## src/rtl/l2_resp_demux2_pkg.sv

```systemverilog
// Shared types for the L2 response demux: the per-transaction channel selector.
package l2_resp_pkg;

    typedef logic ch_sel_t;

    localparam ch_sel_t CH0_SEL = 1'b0;
    localparam ch_sel_t CH1_SEL = 1'b1;

endpackage

```

## src/rtl/l2_resp_sel_fifo.sv

```systemverilog
// Channel-order FIFO: remembers which channel won each accepted request, oldest first.
// Push and pop legality is decided by the instantiating block.
module l2_resp_sel_fifo
    import l2_resp_pkg::*;
#(
    parameter  int unsigned DEPTH = 4,
    localparam int unsigned CNT_W = $clog2(DEPTH + 1)
) (
    input  logic             clk,
    input  logic             rst_n,
    input  logic             push_i,
    input  ch_sel_t          din_i,
    input  logic             pop_i,
    output ch_sel_t          dout_o,
    output logic [CNT_W-1:0] count_o,
    output logic             full_o,
    output logic             empty_o
);

    localparam int unsigned PTR_W = (DEPTH > 1) ? $clog2(DEPTH) : 1;

    logic [PTR_W-1:0] wr_ptr_q, wr_ptr_d;
    logic [PTR_W-1:0] rd_ptr_q, rd_ptr_d;
    logic [CNT_W-1:0] count_q, count_d;
    ch_sel_t          mem_q [DEPTH];
    ch_sel_t          mem_d [DEPTH];

    always_comb begin
        mem_d    = mem_q;
        wr_ptr_d = wr_ptr_q;
        rd_ptr_d = rd_ptr_q;
        count_d  = count_q;

        if (push_i) begin
            mem_d[wr_ptr_q] = din_i;
            wr_ptr_d = (wr_ptr_q == PTR_W'(DEPTH - 1)) ? '0 : wr_ptr_q + PTR_W'(1);
        end
        if (pop_i) begin
            rd_ptr_d = (rd_ptr_q == PTR_W'(DEPTH - 1)) ? '0 : rd_ptr_q + PTR_W'(1);
        end

        case ({push_i, pop_i})
            2'b10:   count_d = count_q + CNT_W'(1);
            2'b01:   count_d = count_q - CNT_W'(1);
            default: count_d = count_q;
        endcase
    end

    always_ff @(posedge clk or negedge rst_n) begin
        if (!rst_n) begin
            mem_q    <= '{default: '0};
            wr_ptr_q <= '0;
            rd_ptr_q <= '0;
            count_q  <= '0;
        end else begin
            mem_q    <= mem_d;
            wr_ptr_q <= wr_ptr_d;
            rd_ptr_q <= rd_ptr_d;
            count_q  <= count_d;
        end
    end

    assign dout_o  = mem_q[rd_ptr_q];
    assign count_o = count_q;
    assign full_o  = (count_q == CNT_W'(DEPTH));
    assign empty_o = (count_q == '0);

endmodule

```

## src/rtl/l2_resp_demux2.sv

```systemverilog
// Steers in-order L2 bank response beats back to the granted channel (CH0/CH1).
// Define L2_RESP_DEMUX_OUT_REG_EN to register the response outputs (+1 cycle latency).
module l2_resp_demux2
    import l2_resp_pkg::*;
#(
    parameter int unsigned DATA_WIDTH      = 64,
    parameter int unsigned TAG_WIDTH       = DATA_WIDTH / 8,
    parameter int unsigned ID_WIDTH        = 20,
    parameter int unsigned MAX_OUTSTANDING = 4
) (
    input  logic                  clk,
    input  logic                  rst_n,
    input  logic                  gnt_CH0_i,
    input  logic                  gnt_CH1_i,
    output logic                  full_o,
    input  logic                  r_valid_i,
    input  logic [DATA_WIDTH-1:0] r_rdata_i,
    input  logic [TAG_WIDTH-1:0]  r_rtag_i,
    input  logic [ID_WIDTH-1:0]   r_ID_i,
    output logic                  r_valid_CH0_o,
    output logic                  r_valid_CH1_o,
    output logic [DATA_WIDTH-1:0] r_rdata_o,
    output logic [TAG_WIDTH-1:0]  r_rtag_o,
    output logic [ID_WIDTH-1:0]   r_ID_o,
    output logic                  err_o
);

    localparam int unsigned CNT_W = $clog2(MAX_OUTSTANDING + 1);

    logic             push_req, push_en, pop_en;
    logic             route_ch0, route_ch1;
    ch_sel_t          sel_in, head_sel;
    logic [CNT_W-1:0] fifo_count;
    logic             fifo_full, fifo_empty;
    logic             err_q, err_d;

    // CH0 wins a double grant; the CH1 grant is flagged as an error and dropped.
    assign push_req = gnt_CH0_i | gnt_CH1_i;
    assign sel_in   = gnt_CH0_i ? CH0_SEL : CH1_SEL;
    assign pop_en   = r_valid_i & ~fifo_empty;
    assign push_en  = push_req & (~fifo_full | pop_en);

    l2_resp_sel_fifo #(
        .DEPTH (MAX_OUTSTANDING)
    ) u_sel_fifo (
        .clk     (clk),
        .rst_n   (rst_n),
        .push_i  (push_en),
        .din_i   (sel_in),
        .pop_i   (pop_en),
        .dout_o  (head_sel),
        .count_o (fifo_count),
        .full_o  (fifo_full),
        .empty_o (fifo_empty)
    );

    assign route_ch0 = pop_en & (head_sel == CH0_SEL);
    assign route_ch1 = pop_en & (head_sel == CH1_SEL);

    always_comb begin
        err_d = err_q;
        if (push_req & fifo_full & ~pop_en)    err_d = 1'b1;
        if (gnt_CH0_i & gnt_CH1_i)             err_d = 1'b1;
        if (r_valid_i & (fifo_count == '0))    err_d = 1'b1;
    end

    always_ff @(posedge clk or negedge rst_n) begin
        if (!rst_n) err_q <= 1'b0;
        else        err_q <= err_d;
    end

    assign err_o  = err_q;
    assign full_o = fifo_full;

`ifdef L2_RESP_DEMUX_OUT_REG_EN
    logic                  valid_ch0_q, valid_ch0_d;
    logic                  valid_ch1_q, valid_ch1_d;
    logic [DATA_WIDTH-1:0] rdata_q, rdata_d;
    logic [TAG_WIDTH-1:0]  rtag_q, rtag_d;
    logic [ID_WIDTH-1:0]   id_q, id_d;

    // Data registers hold the last routed beat; dropped beats never load.
    always_comb begin
        valid_ch0_d = route_ch0;
        valid_ch1_d = route_ch1;
        rdata_d     = rdata_q;
        rtag_d      = rtag_q;
        id_d        = id_q;
        if (pop_en) begin
            rdata_d = r_rdata_i;
            rtag_d  = r_rtag_i;
            id_d    = r_ID_i;
        end
    end

    always_ff @(posedge clk or negedge rst_n) begin
        if (!rst_n) begin
            valid_ch0_q <= 1'b0;
            valid_ch1_q <= 1'b0;
            rdata_q     <= '0;
            rtag_q      <= '0;
            id_q        <= '0;
        end else begin
            valid_ch0_q <= valid_ch0_d;
            valid_ch1_q <= valid_ch1_d;
            rdata_q     <= rdata_d;
            rtag_q      <= rtag_d;
            id_q        <= id_d;
        end
    end

    assign r_valid_CH0_o = valid_ch0_q;
    assign r_valid_CH1_o = valid_ch1_q;
    assign r_rdata_o     = rdata_q;
    assign r_rtag_o      = rtag_q;
    assign r_ID_o        = id_q;
`else
    assign r_valid_CH0_o = route_ch0;
    assign r_valid_CH1_o = route_ch1;
    assign r_rdata_o     = r_rdata_i;
    assign r_rtag_o      = r_rtag_i;
    assign r_ID_o        = r_ID_i;
`endif

endmodule

```

## config.mk

```make
export PLATFORM = sky130hd
export DESIGN_NAME = l2_resp_demux2
export DESIGN_NICKNAME = d
export VERILOG_FILES = /design/src/rtl/l2_resp_demux2_pkg.sv /design/src/rtl/l2_resp_sel_fifo.sv /design/src/rtl/l2_resp_demux2.sv
export SDC_FILE = /design/constraint.sdc
export NUM_CORES = 1
export LEC_CHECK = 0
export BUFFER_PORTS_ARGS = -buffer_cell sky130_fd_sc_hd__buf_4
export CORE_AREA = 2 2 74 76
export CTS_BUF_LIST = sky130_fd_sc_hd__clkbuf_4
export DETAILED_ROUTE_END_ITERATION = 8
export DIE_AREA = 0 0 76 78
export GPL_ROUTABILITY_DRIVEN = 0
export PLACE_DENSITY = 0.81
export SYNTH_ARGS = -nofsm -noshare
export SYNTH_HDL_FRONTEND = slang
export SYNTH_HIERARCHICAL = 1
export SYNTH_SLANG_ARGS = --single-unit
```

## constraint.sdc

```tcl
create_clock -name clk -period 2.9 [get_ports clk]
set_input_delay 0.725 -clock clk [delete_from_list [all_inputs] [get_ports clk]]
set_output_delay 0.725 -clock clk [all_outputs]
set_load 0.1 [all_outputs]
```

---- Word-level counts from Yosys, hierarchy flattened ----
Cells that the tools add are included.
storage, ports and cells
  word-level logic and storage cells ...... 53
  bits of input ports ..................... 97
  flip-flop bits (word level) ............. 12
  output and inout bits ................... 96
operators by class
  bitwise operators ....................... 16
  order comparisons ....................... 3
  equality and inequality tests ........... 5
  $add $sub $neg .......................... 4
  mux-type cells .......................... 13
  reductions and logical operators ........ 4
operators with widths
  cell                                                                    number
  1-bit bitwise AND                                                       8
  1-bit two-way mux                                                       7
  2-bit equality test (second input constant)                             3
  3-bit >= comparator (second input constant)                             2
  2-bit NOT with 3-bit output                                             2
  3-bit case mux with 2 select lines                                      1
  2-bit by 1-bit adder with 2-bit output (second input constant)          2
  4-bit bitwise mux                                                       1
  2-bit two-way mux                                                       2
  1-bit NOT                                                               4
  3-bit by 1-bit adder with 3-bit output (second input constant)          1
  3-bit equality test (second input constant)                             1
  3-bit zero test                                                         1
  3-bit by 1-bit < comparator with 1-bit output (second input constant)   1
  3-bit nonzero test                                                      1
  3-bit by 1-bit subtractor with 3-bit output (second input constant)     1
  1-bit binary-select mux with 2-bit select                               1
  1-bit demux with 2-bit select                                           1
  2-bit by 1-bit equality test with 1-bit output (second input constant)  1
  1-bit bitwise OR                                                        2
  2-bit nonzero test                                                      1
  1-bit logical AND                                                       1

---- Depth between registers and ports, before layout ----
  depth after elaboration ................. 8
  gate-level depth with buffers ........... 10

---- By module ----
The synthesis kept the hierarchy.
modules (own cells, without submodules)
  module            area an instance (sq um)  instances  sequential area each (sq um)  cells each
  l2_resp_demux2    790.8                     1          25.0                          105
  l2_resp_sel_fifo  573.0                     1          275.3                         47

---- Worst setup path after synthesis ----
Ideal clock, no wire load.
  path kind ............................... reg2out
  from .................................... register u_sel_fifo.rd_ptr_q[0]
  to ...................................... output r_valid_CH0_o
  required time ........................... 2175 ps
  stages on the path, launching flop included .. 3
  path buffers ............................ 0
  setup slack ............................. 5 ps
  arrival ................................. 2170 ps
  cells stage by stage .................... dfrtp_1 mux4_2 nor2_1
on the way
  cells in the longest elaborated chain, start to end .. 6
RTL lines
  item                                                   RTL line                text
  start: declaration                                     l2_resp_sel_fifo.sv:23  logic [PTR_W-1:0] rd_ptr_q, rd_ptr_d;
  start signal: assignment                               l2_resp_sel_fifo.sv:58  rd_ptr_q <= rd_ptr_d;
  2-bit NOT with 3-bit output (implied by the code)      l2_resp_sel_fifo.sv:63  assign dout_o = mem_q[rd_ptr_q];
  1-bit binary-select mux with 2-bit select              l2_resp_sel_fifo.sv:63
  1-bit two-way mux (implied by the code) (2 in series)  l2_resp_sel_fifo.sv:63
  net head_sel                                           l2_resp_demux2.sv:32    ch_sel_t sel_in, head_sel;
  1-bit NOT                                              l2_resp_demux2.sv:57    assign route_ch0 = pop_en & (head_sel == CH0_SEL);
  1-bit bitwise AND                                      l2_resp_demux2.sv:57
  end: declaration                                       l2_resp_demux2.sv:20    output logic r_valid_CH0_o,
The timed path passes the listed nets, and every way through them passes these cells. The select of a mux whose other input is x is not followed.

---- Worst setup path in the final report ----
Ends and elaborated chain as after synthesis.

==> reports/metrics.cfg <==
[setup_path]
rrSetupSlack_ns = 0.72
cp.required_ns = 2.17
crit_type = reg2out
ff2ff_path_depth = 11
r2r_end = u_sel_fifo/count_o[2]
crit_path_end_kind = output port
worstSetupStartpointType = register
crit_fanout = 4
arrival_ns = 1.67
r2r-start = u_sel_fifo/count_o[0]

[synthesis]
synth_area_um2 = 1364
yosys.area_share.simple = 0.06606
synth_compound_area_frac = 0.02294
synth_top_family_by_area = buffers and inverters
synth_edf_count = 0
synthArstFlopShare = 1.000
synthAdderAreaFrac = 0.06972
postSynthAreaPerCell_um2 = 8.972
syn_nets = 256
synth_warnings = 6
synth_mux_area_frac = 0.07339
synth_ff_type = dfrtp_1
synth_cell_types = 23
ys_seq_area_frac = 0.2202
synth_seq_cells = 12
synth_xor_area_frac = 0.01927
postSynthCellCount = 152

[run]
drv_cap = 0

[floorplan]
io_pins = 193
std_cell_rows = 26
die_w_um = 76
initial_utilization = 0.2705
design.core.area_um2 = 5042
die_area_um2 = 5928
die_height_um = 78

[final_layout]
layout_common_cells = dfrtp_1, buf_4, inv_1, mux2_2, ha_1
drive_gt1_frac = 0.3194
fin_nets = 178
final_common_cell = dfrtp_1
diodes = 0
fin_util = 0.1687
syn2layout_area_growth_pct = -37.61

[outcome]
status = complete, no violations

[clock_tree]
post_cts_buffers = 0
clock_sinks = 12
cts_tree = done
clk_path_buf_depth = 2
clkTransAtPathRegs_ns = 0.08
clk_latency_ns = 0.27
ctsResizeCount = 0
postCtsHoldBufs = 0
cts_inserted_buffers = 3
cts_max_level = 1
cts_root_buffer = clkbuf_4

[sta]
setup_slack_ns = 0.5045
fin_skew_ns = 0.009329
setup_viol = 0
slew_viol_final = 0
period_minus_slack_ns = 2.395
hold_slack_ns = 0.2702
finalCritPeriodShare = 0.8260
tns_ns = 0
tightest_slew_ns = 0.2833
rsz0062_at_grt = false
max_freq_mhz = 417.5
slew_headroom = 0.8127
hold_viol = 0

[placement]
port-buffer-count = 8
hpwlAfterDp_mm = 1.623
preCtsSetupSlack_ns = 0.5788

[worst_hold_path]
min_path_type = in2async

[routing]
post_drt_wl_per_cell_um = 13.80
vias = 544
first_pass_iters = 3
drc_errors = 0
ant_nets = 0
drtIter0Drc = 2
via_per_inst = 3.831
drt-total-wl_mm = 1.959

[power_and_ir_drop]
power.total_uw = 944.0
p_sw_frac = 0.4649
p_int_uw = 505.1
power.leakage_nw = 0.3831
power_density_nw_per_um2 = 1110
power_switching_uw = 438.9
clock_power_share = 0.109
ir_drop_uv = 492.6
seqPwrFrac = 0.335
comb_power_share = 0.556

[global_route]
grt_antenna_before_repair = 0
grt_usage = 0.06224
overflow = 0
grt_pass1_wl_mm = 2.760
grt_pass1_vias = 566
grt_max_degree = 13

==> power by group through the flow <==
stage / clock [mW] / combinational, mW / sequential [mW]
after global routing: 0.118 / 0.571 / 0.327
after global placement: 0 / 0.518 / 0.316
after floorplan: 0 / 1.03 / 0.305
after CTS: 0.104 / 0.532 / 0.319
after detailed placement: 0 / 0.531 / 0.322
final: 0.103 / 0.525 / 0.316
==> layout make-up <==
type                            count  area, um2
Clock buffer                        3      22.52
Sequential cell                    12      300.3
Multi-Input combinational cell     40      342.8
Inverter                            8      30.03
Timing Repair Buffer                9      67.56
Tap cell                           70      87.58
Fill cell                         565       4192
==> metal layers <==
| metal | vias up | track usage | wire [um] |
|---|---|---|---|
| li1 | 222 | - | - |
| met1 | 250 | 0.04755 | 575 |
| met2 | 40 | 0.08661 | 850 |
| met3 | 32 | 0.04651 | 334 |
| met4 | 0 | 0.08727 | 199 |
| met5 | - | 0 | 0 |
==> worst max-delay path, stage by stage (launching register included) <==
cell and delay [ns]:
dfrtp_1 0.41, mux4_2 0.53, nor2_1 0.16, buf_4 0.31
==> state kept, by name, indices dropped and copies added (netlist names) <==
| signal | flops |
|---|---|
| u_sel_fifo/rd_ptr_q | 2 |
| u_sel_fifo/count_o | 3 |
| u_sel_fifo/wr_ptr_q | 2 |
| err_o | 1 |
| u_sel_fifo/mem_q | 4 |
==> through the flow <==
stage / cells / area, um2
after floorplan: 152 / 1364
after global placement: 139 / 828.3
after detailed placement: 139 / 828.3
after CTS: 142 / 850.8
after global routing: 142 / 850.8
final: 142 / 850.8
==> worst max-delay path by stage <==
stage                                start               endpoint  cells past startpoint  slack, ns
floorplan           u_sel_fifo/rd_ptr_q[0]          r_valid_CH0_o                      2      0.005
global placement                 r_valid_i  u_sel_fifo/count_o[2]                     11       0.63
detailed placement               r_valid_i  u_sel_fifo/count_o[2]                     11       0.58
CTS                 u_sel_fifo/rd_ptr_q[0]          r_valid_CH0_o                      3       0.46
global route        u_sel_fifo/rd_ptr_q[0]          r_valid_CH0_o                      3       0.39
finish              u_sel_fifo/rd_ptr_q[0]          r_valid_CH0_o                      3       0.50
==> cell families after synthesis <==
kind of cell	Yosys count
xor gates and xnor gates	3
adders and majority gates	7
buffers and inverters	100
and+or+nand+nor	16
AOI/OAI and AO/OA	6
DFF	12
muxes	8
==> cell usage after synthesis (all sizes together), types with 2 or more instances <==
cell    n  area (um2)
a21oi   2       10.01
buf    92       690.7
dfrtp  12       300.3
ha      6       75.07
inv     8       30.03
mux2    6       67.56
nand2   5       18.77
nor2    5       18.77
o21ai   3       15.01
xor2    2       17.52
Power figures use the tool's default switching activity.
